[src/rtl/mips_cpu_core.sv]
// Single-cycle MIPS-32 subset core with a minimal CP0 (SR/Cause/EPC) for precise
// exceptions and one external interrupt. Memories are external and combinational.
module mips_cpu_core #(
  parameter logic [31:0] RESET_PC   = 32'h0000_3000,
  parameter logic [31:0] HANDLER_PC = 32'h0000_4180
) (
  input  logic        clk,
  input  logic        reset,
  input  logic        interrupt,
  output logic [31:0] macroscopic_pc,
  output logic [31:0] i_inst_addr,
  input  logic [31:0] i_inst_rdata,
  output logic [31:0] m_data_addr,
  input  logic [31:0] m_data_rdata,
  output logic [31:0] m_data_wdata,
  output logic [3:0]  m_data_byteen,
  output logic [31:0] m_int_addr,
  output logic [3:0]  m_int_byteen,
  output logic [31:0] m_inst_addr,
  output logic        w_grf_we,
  output logic [4:0]  w_grf_addr,
  output logic [31:0] w_grf_wdata,
  output logic [31:0] w_inst_addr
);
  logic [31:0] pc_q, pc_d, sr_q, epc_q;
  logic [4:0]  exc_q;
  logic        ip_q;
  logic [31:0] grf_q [32];

  logic [5:0]  op, fn;
  logic [4:0]  rs, rt, rd, sa;
  logic [31:0] simm, zimm, rs_v, rt_v, pc4, maddr, cp0_rd;
  logic signed [31:0] opa_s, opb_s, sum_s, dif_s;

  function automatic logic add_ov(input logic signed [31:0] a, b, s);
    return (a[31] == b[31]) && (s[31] != a[31]);
  endfunction

  function automatic logic sub_ov(input logic signed [31:0] a, b, d);
    return (a[31] != b[31]) && (d[31] != a[31]);
  endfunction

  assign op    = i_inst_rdata[31:26];
  assign rs    = i_inst_rdata[25:21];
  assign rt    = i_inst_rdata[20:16];
  assign rd    = i_inst_rdata[15:11];
  assign sa    = i_inst_rdata[10:6];
  assign fn    = i_inst_rdata[5:0];
  assign simm  = {{16{i_inst_rdata[15]}}, i_inst_rdata[15:0]};
  assign zimm  = {16'h0, i_inst_rdata[15:0]};
  assign rs_v  = grf_q[rs];
  assign rt_v  = grf_q[rt];
  assign pc4   = pc_q + 32'd4;
  assign maddr = rs_v + simm;
  assign opa_s = rs_v;
  assign opb_s = (op == 6'h00) ? rt_v : simm;
  assign sum_s = opa_s + opb_s;
  assign dif_s = opa_s - opb_s;

  always_comb begin
    cp0_rd = 32'h0;
    case (rd)
      5'd12:   cp0_rd = sr_q;
      5'd13:   cp0_rd = {16'h0, 5'h0, ip_q, 3'h0, exc_q, 2'h0};
      5'd14:   cp0_rd = epc_q;
      default: cp0_rd = 32'h0;
    endcase
  end

  logic        wr_en, ri, sysc, ov, ld, st, mtc0, eret;
  logic [4:0]  wr_addr;
  logic [31:0] wr_data, npc;
  logic [1:0]  sz;

  always_comb begin
    wr_en = 1'b0; wr_addr = rt; wr_data = 32'h0; npc = pc4;
    ri = 1'b0; sysc = 1'b0; ov = 1'b0; ld = 1'b0; st = 1'b0;
    mtc0 = 1'b0; eret = 1'b0; sz = 2'd2;
    case (op)
      6'h00: begin
        wr_addr = rd;
        case (fn)
          6'h20: begin wr_en = 1'b1; wr_data = sum_s; ov = add_ov(opa_s, opb_s, sum_s); end
          6'h22: begin wr_en = 1'b1; wr_data = dif_s; ov = sub_ov(opa_s, opb_s, dif_s); end
          6'h24: begin wr_en = 1'b1; wr_data = rs_v & rt_v; end
          6'h25: begin wr_en = 1'b1; wr_data = rs_v | rt_v; end
          6'h2A: begin wr_en = 1'b1; wr_data = {31'h0, opa_s < opb_s}; end
          6'h2B: begin wr_en = 1'b1; wr_data = {31'h0, rs_v < rt_v}; end
          6'h08: npc = rs_v;
          6'h0C: sysc = 1'b1;
          6'h00: begin wr_en = 1'b1; wr_data = rt_v << sa; end
          default: ri = 1'b1;
        endcase
      end
      6'h08: begin wr_en = 1'b1; wr_data = sum_s; ov = add_ov(opa_s, opb_s, sum_s); end
      6'h0C: begin wr_en = 1'b1; wr_data = rs_v & zimm; end
      6'h0D: begin wr_en = 1'b1; wr_data = rs_v | zimm; end
      6'h0F: begin wr_en = 1'b1; wr_data = {i_inst_rdata[15:0], 16'h0}; end
      6'h04: if (rs_v == rt_v) npc = pc4 + {simm[29:0], 2'b00};
      6'h05: if (rs_v != rt_v) npc = pc4 + {simm[29:0], 2'b00};
      6'h23: begin ld = 1'b1; sz = 2'd2; end
      6'h21: begin ld = 1'b1; sz = 2'd1; end
      6'h20: begin ld = 1'b1; sz = 2'd0; end
      6'h2B: begin st = 1'b1; sz = 2'd2; end
      6'h29: begin st = 1'b1; sz = 2'd1; end
      6'h28: begin st = 1'b1; sz = 2'd0; end
      6'h02: npc = {pc4[31:28], i_inst_rdata[25:0], 2'b00};
      6'h03: begin
        npc = {pc4[31:28], i_inst_rdata[25:0], 2'b00};
        wr_en = 1'b1; wr_addr = 5'd31; wr_data = pc4;
      end
      6'h10: begin
        case (rs)
          5'h00: begin wr_en = 1'b1; wr_data = cp0_rd; end
          5'h04: mtc0 = 1'b1;
          5'h10: if (fn == 6'h18) begin eret = 1'b1; npc = epc_q; end else ri = 1'b1;
          default: ri = 1'b1;
        endcase
      end
      default: ri = 1'b1;
    endcase
  end

  // Address decode, load lane extraction and store lane steering
  logic        in_ram, in_int, mis, data_err, fetch_err, int_take, exc;
  logic [4:0]  exc_code;
  logic [7:0]  ld_b;
  logic [15:0] ld_h;
  logic [3:0]  be;
  logic [31:0] ld_v;

  assign in_ram    = maddr < 32'h0000_3000;
  assign in_int    = (maddr >= 32'h0000_7F20) && (maddr <= 32'h0000_7F23);
  assign mis       = ((sz == 2'd2) && (maddr[1:0] != 2'b00)) || ((sz == 2'd1) && maddr[0]);
  assign data_err  = (ld | st) && (mis || !(in_ram || in_int));
  assign fetch_err = (pc_q[1:0] != 2'b00) || (pc_q < 32'h0000_3000) || (pc_q > 32'h0000_6FFF);
  assign int_take  = interrupt & sr_q[10] & sr_q[0] & ~sr_q[1];

  always_comb begin
    exc = 1'b1;
    if (int_take)       exc_code = 5'd0;
    else if (fetch_err) exc_code = 5'd4;
    else if (ri)        exc_code = 5'd10;
    else if (sysc)      exc_code = 5'd8;
    else if (ov)        exc_code = 5'd12;
    else if (data_err)  exc_code = st ? 5'd5 : 5'd4;
    else begin          exc_code = 5'd0; exc = 1'b0; end
  end

  always_comb begin
    case (maddr[1:0])
      2'd0:    ld_b = m_data_rdata[7:0];
      2'd1:    ld_b = m_data_rdata[15:8];
      2'd2:    ld_b = m_data_rdata[23:16];
      default: ld_b = m_data_rdata[31:24];
    endcase
    ld_h = maddr[1] ? m_data_rdata[31:16] : m_data_rdata[15:0];
    case (sz)
      2'd0:    ld_v = {{24{ld_b[7]}}, ld_b};
      2'd1:    ld_v = {{16{ld_h[15]}}, ld_h};
      default: ld_v = m_data_rdata;
    endcase
    if (in_int) ld_v = 32'h0;
    case (sz)
      2'd0:    begin be = 4'b0001 << maddr[1:0]; m_data_wdata = {4{rt_v[7:0]}}; end
      2'd1:    begin be = maddr[1] ? 4'b1100 : 4'b0011; m_data_wdata = {2{rt_v[15:0]}}; end
      default: begin be = 4'b1111; m_data_wdata = rt_v; end
    endcase
  end

  assign macroscopic_pc = pc_q;
  assign i_inst_addr    = pc_q;
  assign m_inst_addr    = pc_q;
  assign w_inst_addr    = pc_q;
  assign m_data_addr    = maddr;
  assign m_int_addr     = maddr;
  assign m_data_byteen  = (reset && st && !exc && in_ram) ? be : 4'b0000;
  assign m_int_byteen   = (reset && st && !exc && in_int) ? be : 4'b0000;
  assign w_grf_we       = reset && wr_en && (wr_addr != 5'd0) && !exc;
  assign w_grf_addr     = wr_addr;
  assign w_grf_wdata    = ld ? ld_v : wr_data;
  assign pc_d           = exc ? HANDLER_PC : npc;

  always_ff @(posedge clk or negedge reset) begin
    if (!reset) begin
      pc_q  <= RESET_PC;
      sr_q  <= 32'h0;
      epc_q <= 32'h0;
      exc_q <= 5'd0;
      ip_q  <= 1'b0;
      for (int i = 0; i < 32; i++) grf_q[i] <= 32'h0;
    end else begin
      pc_q <= pc_d;
      ip_q <= interrupt;
      if (exc) begin
        epc_q    <= pc_q;
        exc_q    <= exc_code;
        sr_q[1]  <= 1'b1;
      end else if (mtc0) begin
        if (rd == 5'd12) sr_q  <= rt_v & 32'h0000_FC03;
        if (rd == 5'd14) epc_q <= rt_v;
      end else if (eret) begin
        sr_q[1] <= 1'b0;
      end
      if (w_grf_we) grf_q[wr_addr] <= w_grf_wdata;
    end
  end
endmodule

[config.mk]
export PLATFORM = sky130hd
export DESIGN_NAME = mips_cpu_core
export DESIGN_NICKNAME = d
export VERILOG_FILES = /design/src/rtl/mips_cpu_core.sv
export SDC_FILE = /design/constraint.sdc
export NUM_CORES = 2
export LEC_CHECK = 0
export BUFFER_PORTS_ARGS = -buffer_cell sky130_fd_sc_hd__buf_2
export CORE_UTILIZATION = 40
export DETAILED_ROUTE_END_ITERATION = 8
export PLACE_DENSITY = 0.68
export SLEW_MARGIN = 20
export SYNTH_ARGS = -nofsm -noshare
export SYNTH_HDL_FRONTEND = slang
export SYNTH_SLANG_ARGS = --single-unit
[constraint.sdc]
create_clock -name clk -period 11.5 [get_ports clk]
set_input_delay 2.3 -clock clk [delete_from_list [all_inputs] [get_ports clk]]
set_output_delay 2.3 -clock clk [all_outputs]
set_load 0.02 [all_outputs]
---- Yosys cells after proc, flatten, opt, wreduce, memory -nomap -nowiden ----
Index checks and enable logic that the tools add are counted.
storage, ports and cells
  flip-flop bits (word level) ............. 1102
  latch bits .............................. 0
  RAM bits ................................ 0
  ROM bits ................................ 0
  input bits .............................. 67
  output and inout bits ................... 270
  logic and storage cells ................. 225
  memories kept ........................... 0
cells by class
  $add $sub $neg .......................... 5
  multiply operators ...................... 0
  div/mod/pow operators ................... 0
  magnitude comparators ................... 11
  equality and inequality tests ........... 40
  shifts and indexed selects .............. 2
  mux-type cells .......................... 71
  bitwise gates (word level) .............. 13
  reductions and logical operators ........ 45
operators by type and width
  cell                                                          count
  bitwise mux 1024 bit                                          1
  two-way mux 32 bit                                            18
  one-hot mux 32 bit (7 select lines)                           2
  binary-select mux 32 bit (select 5 bit)                       2
  demux 32 bit (select 5 bit)                                   1
  one-hot mux 32 bit (5 select lines)                           1
  one-hot mux 32 bit (2 select lines)                           2
  adder 32 bit                                                  3
  one-hot mux 32 bit (3 select lines)                           1
  == test 6 bit, second input constant                          12
  less-than comparator 32 x 14 -> 1 bit, second input constant  2
  less-than comparator 32 bit                                   2
  == test 6 x 4 -> 1 bit, second input constant                 6
  adder 32 x 3 -> 32 bit, second input constant                 1
  bitwise AND 32 x 16 -> 32 bit                                 1
  bitwise AND 32 bit                                            1
  == test 32 bit                                                1
  >= comparator 32 x 15 -> 1 bit, second input constant         1
  > comparator 32 x 15 -> 1 bit, second input constant          1
  <= comparator 32 x 15 -> 1 bit, second input constant         1
  two-way mux 4 bit                                             8
  != test 32 bit                                                1
  bitwise OR 32 x 16 -> 32 bit                                  1
  bitwise OR 32 bit                                             1
  other kinds (47)                                              116

---- Longest topological paths before layout ----
  word-level depth ........................ 21
  mapped depth ............................ 29

---- Worst setup path before layout ----
No wires, ideal clock.
  kind .................................... input -> output
  start point ............................. input port i_inst_rdata[21]
  end point ............................... output port w_grf_we
  arrival time ............................ 9448 ps
  required time ........................... 9200 ps
  setup slack ............................. -248 ps
  stages .................................. 25
  buffers on the path ..................... 9
  cell sequence ........................... buf_2 buf_6 buf_2 buf_2 buf_2 buf_2 buf_1 mux4_2 mux4_2 mux2_2 ha_1 fa_1 a211oi_1 nor3_1 nor3_1 o31ai_1 o31ai_1 xnor2_1 nor4_1 nand4b_1 o21ai_2 nand2_2 buf_2 buf_2 nor2_1
on the way
  longest elaborated chain between the ends .. 19
  elaborated cells between the ends (all ways) .. 45
  classes of those cells .................. add/sub: 3; order compare: 3; eq/ne: 6; mux: 15; bitwise: 1; reduce/logical: 17
ends and longest elaborated chain
  element                                                                                  RTL line  source
  from (decl)                                                                              12        input logic [31:0] i_inst_rdata,
  inverter 5 -> 6 bit (implied by the code) *                                              51        assign rs_v = grf_q[rs];
  binary-select mux 32 bit (select 5 bit) *                                                51
  two-way mux 32 bit (implied by the code) * (2 in a row)                                  51
  adder 32 bit *                                                                           54        assign maddr = rs_v + simm;
  named net m_data_addr[16]                                                                13        output logic [31:0] m_data_addr,
  >= comparator 32 x 15 -> 1 bit / <= comparator 32 x 15 -> 1 bit (equally long branches)  133       assign in_int = (maddr >= 32'h0000_7F20) && (maddr <= 32'h0000_7F23);
  logical AND 1 bit                                                                        133
  logical OR 1 bit *                                                                       135       assign data_err = (ld | st) && (mis || !(in_ram || in_int));
  [3 not listed]                                                                           -
  two-way mux 1 bit *                                                                      146       else if (data_err) exc_code = st ? 5'd5 : 5'd4;
  two-way mux 1 bit *                                                                      145       else if (ov) exc_code = 5'd12;
  two-way mux 1 bit *                                                                      144       else if (sysc) exc_code = 5'd8;
  two-way mux 1 bit *                                                                      143       else if (ri) exc_code = 5'd10;
  two-way mux 1 bit *                                                                      142       else if (fetch_err) exc_code = 5'd4;
  two-way mux 1 bit *                                                                      141       if (int_take) exc_code = 5'd0;
  logical NOT 1 bit *                                                                      179       assign w_grf_we = reset && wr_en && (wr_addr != 5'd0) && !exc;
  logical AND 1 bit *                                                                      179
  to (decl)                                                                                20        output logic w_grf_we,
The timed path passes the listed nets; every way through them passes the cells marked *. The select of a mux whose other input is x is not followed.

---- Worst setup path in the final report ----
  start point ............................. input port i_inst_rdata[18]
  end point ............................... output port w_grf_wdata[23]
on the way
  longest elaborated chain between the ends .. 9
  elaborated cells between the ends (all ways) .. 13
  classes of those cells .................. add/sub: 2; shift: 1; mux: 7; bitwise: 3
ends and longest elaborated chain
  element                                                   RTL line  source
  inverter 5 -> 6 bit (implied by the code) *               52        assign rt_v = grf_q[rt];
  binary-select mux 32 bit (select 5 bit) *                 52
  two-way mux 32 bit (implied by the code) * (2 in a row)   52
  two-way mux 32 bit                                        56        assign opb_s = (op == 6'h00) ? rt_v : simm;
  subtractor 32 bit / adder 32 bit (equally long branches)  58, 57
  one-hot mux 32 bit (7 select lines)                       82        case (fn)
  one-hot mux 32 bit (7 select lines) *                     79        case (op)
  two-way mux 32 bit *                                      181       assign w_grf_wdata = ld ? ld_v : wr_data;
  to (decl)                                                 22        output logic [31:0] w_grf_wdata,
Every way passes the cells marked *; elsewhere a longest branch is shown, timed or not. The select of a mux whose other input is x is not followed.

==> out/metrics.cfg <==
[outcome]
outcome = complete, but fails checks
violations = design-rule violations, negative setup slack

[die]
die_area_mm2 = 0.191
fp-row-count = 159
core_mm2 = 0.188
die_h_um = 437
pin_count = 337
fp.dieW_um = 437
initial_core_util_pct = 40.3

[synthesis]
synth_edf_count = 0
syn_inst = 7429
ys_warn_count = 0
ys_ff_latch = 1101
yosysMostFrequentCell = dfrtp_1
syn_area_mm2 = 0.0757
synthTopCellsByArea = dfrtp_1, mux4_2, mux2i_1
synth_common_cells = dfrtp_1, mux2i_1, nand2_1
synthesis.nets = 7737
yosysUniqueCellTypes = 113
synth_top_cell_by_area = dfrtp_1
netlist.area_leader.share_pct = 36.3
avgSynthCellArea_um2 = 10.2
seq_area_frac_synth_pct = 36.4
ys.flop_type = dfrtp_1
async_flop_share_pct = 100

[sta]
fin_skew_ns = 0.0521
finalCritPeriodShare_pct = 101
finalMaxSlewViolations = 0
worst_pin_slew_ns = 1.35
max_freq_ghz = 0.0862
worst_slack_ns = -0.102
setup_viol = 1
relSlewSlack_pct = 10.3
layout_min_cycle_time_ns = 11.60
rsz0062_at_grt = no
hold_violations = 0
fin_tns_setup_ns = -0.102

[finish]
syn_to_final_growth_pct = 12.8
fin_util_pct = 45.4
drive_gt1_share_pct = 26.1
fin_nets = 7918

[grt]
grt_max_degree = 118
grt_overflow = 0
grt.met1_usage_pct = 41.9
gr-usage-met3_pct = 9.54
grt_use_met2_pct = 53.2
grt_pass1_vias = 65437
grt_first_pass_wirelength_mm = 486
antenna_found_initial = 22
grt_usage_pct = 35.2
grt_busiest_layer = met2

[power]
p_per_area_mw_per_mm2 = 118
vdd_drop_max_v = 0.000136
p_leak_nw = 38.9

[setup_path]
r2r-end = grf_q[325]
cp-end-kind = output port
r2r-start = grf_q[520]
worstPathRequired_ns = 9.20
start_kind = input pin
cp-startpoint = i_inst_rdata[18]
path_max_fanout = 57
r2r_cells = 19
cp_data_arrival_time_ns = 9.30
critPathKind = in -> out
rrSetupSlack_ns = 3.79

[placed_design]
dp_hpwl_mm = 248
io_buffer_count = 336
finalWeightedCongestion = 1.08

[clock_tree]
clk_latency_ns = 0.79
holdBufCountCts = 0
clockRootBuffer = clkbuf_16
cts_max_path_buffers = 3
htree_levels = 3
post_cts_buffers = 0
cts_buffers = 118
clkTransAtPathRegs_ns = 0.06
cts_tree = built
cts.sinks = 1101

[min_path]
min_to = grf_q[1011]
hold_path_class = reg -> reg
hp-start = grf_q[1011]
holdPathStages = 0

[routing]
drcViolationCount = 208
routed_wl_mm = 344
drt-wirelength-per-cell_um = 33.6
drtIter0Drc = 8965
via_count = 67438
drt_pass1_iterations = 9
postRouteAntennaNets = 0
vias_per_cell = 6.59

[flow_run]
maxCapViolations = 0

==> how the worst max path moves through the flow <==
stage | end | slack [ns] | cells past startpoint
after global placement | m_int_byteen[2] | -0.47 | 24
after CTS | m_int_byteen[1] | 0.02 | 23
final | w_grf_wdata[23] | -0.10 | 21
after floorplan | w_grf_we | 0.03 | 25
after global routing | w_grf_wdata[23] | 0.02 | 21
after detailed placement | m_int_byteen[1] | -0.44 | 24
==> placed cells by master (no fill, tap or decap), types with 39 or more instances in the layout <==
cell       synthesis  layout
mux2_2           380     380
a21oi_1          496     490
mux2i_1          646     643
nor4_1            54      47
buf_4            166     469
a31oi_1           51      49
nand2_1          573     572
clkbuf_16          0     120
nor3_1            85      78
dfrtp_1         1099    1099
a22oi_1           98      98
ha_1             237     237
o22ai_1           99      99
inv_1            352     352
nor2_1           505     494
xnor2_1           83      83
o221ai_1          48      46
o21ai_0          443     441
a221oi_1          69      67
nand3_1          129     129
mux4_2           386     386
o21bai_1          47      47
nand4_1           39      39
buf_2            120     328
==> area by class of cell <==
type | count | area (um2)
flip-flops and latches | 1101 | 27600
clock inverters | 55 | 666
diodes | 25 | 62.6
well taps | 2495 | 3120
fillers | 17457 | 102000
inverters | 363 | 1360
clock buffers | 164 | 3400
multi-input cells | 5186 | 43200
repair buffers | 840 | 6000
==> per-layer routing <==
metal / share of wire [%] / vias to the layer above
met5: 0.033 / -
met2: 43 / 4768
met4: 10 / 16
li1: - / 27604
met1: 35 / 33598
met3: 11 / 1452
==> stage by stage <==
| stage | worst slack, ns | total power, mW | hold WS (ns) | cell area, um2 | std cells |
|---|---|---|---|---|---|
| floorplan | 0.0291 | 5.16 | 0.438 | 75700 | 7429 |
| global placement | -0.472 | 5.96 | 0.381 | 81100 | 9984 |
| detailed placement | -0.438 | 5.97 | 0.384 | 81100 | 9984 |
| CTS | 0.0153 | 10.0 | 0.398 | 85200 | 10203 |
| global route | 0.0238 | 10.3 | 0.406 | 85300 | 10214 |
| finish | -0.102 | 10.0 | 0.398 | 85300 | 10229 |
==> logic make-up (layout without fill, tap and decap cells) <==
kind of cell	count (synthesis)	in the layout	synth area share [%]
AOI/OAI and AO/OA	1735	1735	14.5
xor gates and xnor gates	112	112	1.30
adders and majority gates	241	241	4.02
buffers and inverters	1142	1422	7.25
DFF	1101	1101	36.4
muxes	1441	1441	26.3
other	0	25	0
and+or+nand+nor	1657	1657	10.2
==> state kept, by name, indices dropped and copies added (netlist names) <==
name,count
exc_q,4
i_inst_addr,32
epc_q,32
ip_q,1
sr_q,8
grf_q,1024
==> worst max-delay path, cell delays in order <==
cell and delay, ns:
buf_8 0.44, buf_12 0.42, mux2i_1 0.33, o22ai_1 0.12
nor4_1 0.55, and3_1 0.49, inv_2 0.19, a21oi_1 0.26
ha_1 0.41, or2_2 0.37, a211oi_2 0.58, o2111ai_1 0.24
buf_4 0.19, nand3b_1 0.16, buf_4 0.15, mux2_2 0.32
a221oi_1 0.49, o21ai_0 0.27, o31ai_4 0.37, o211ai_1 0.29
buf_2 0.26
==> repair_timing <==
item | CTS | global route
gates resized for setup | 7 | 8
setup endpoints to repair | 24 | 16
gates cloned | 0 | 1
==> power by group <==
part | internal [mW] | switching, mW | leakage [nW]
clock | 2.31 | 1.75 | 1.98
combinational | 0.656 | 1.36 | 22.5
sequential | 3.92 | 0.0501 | 14.4
(Power assumes the default switching activity.)
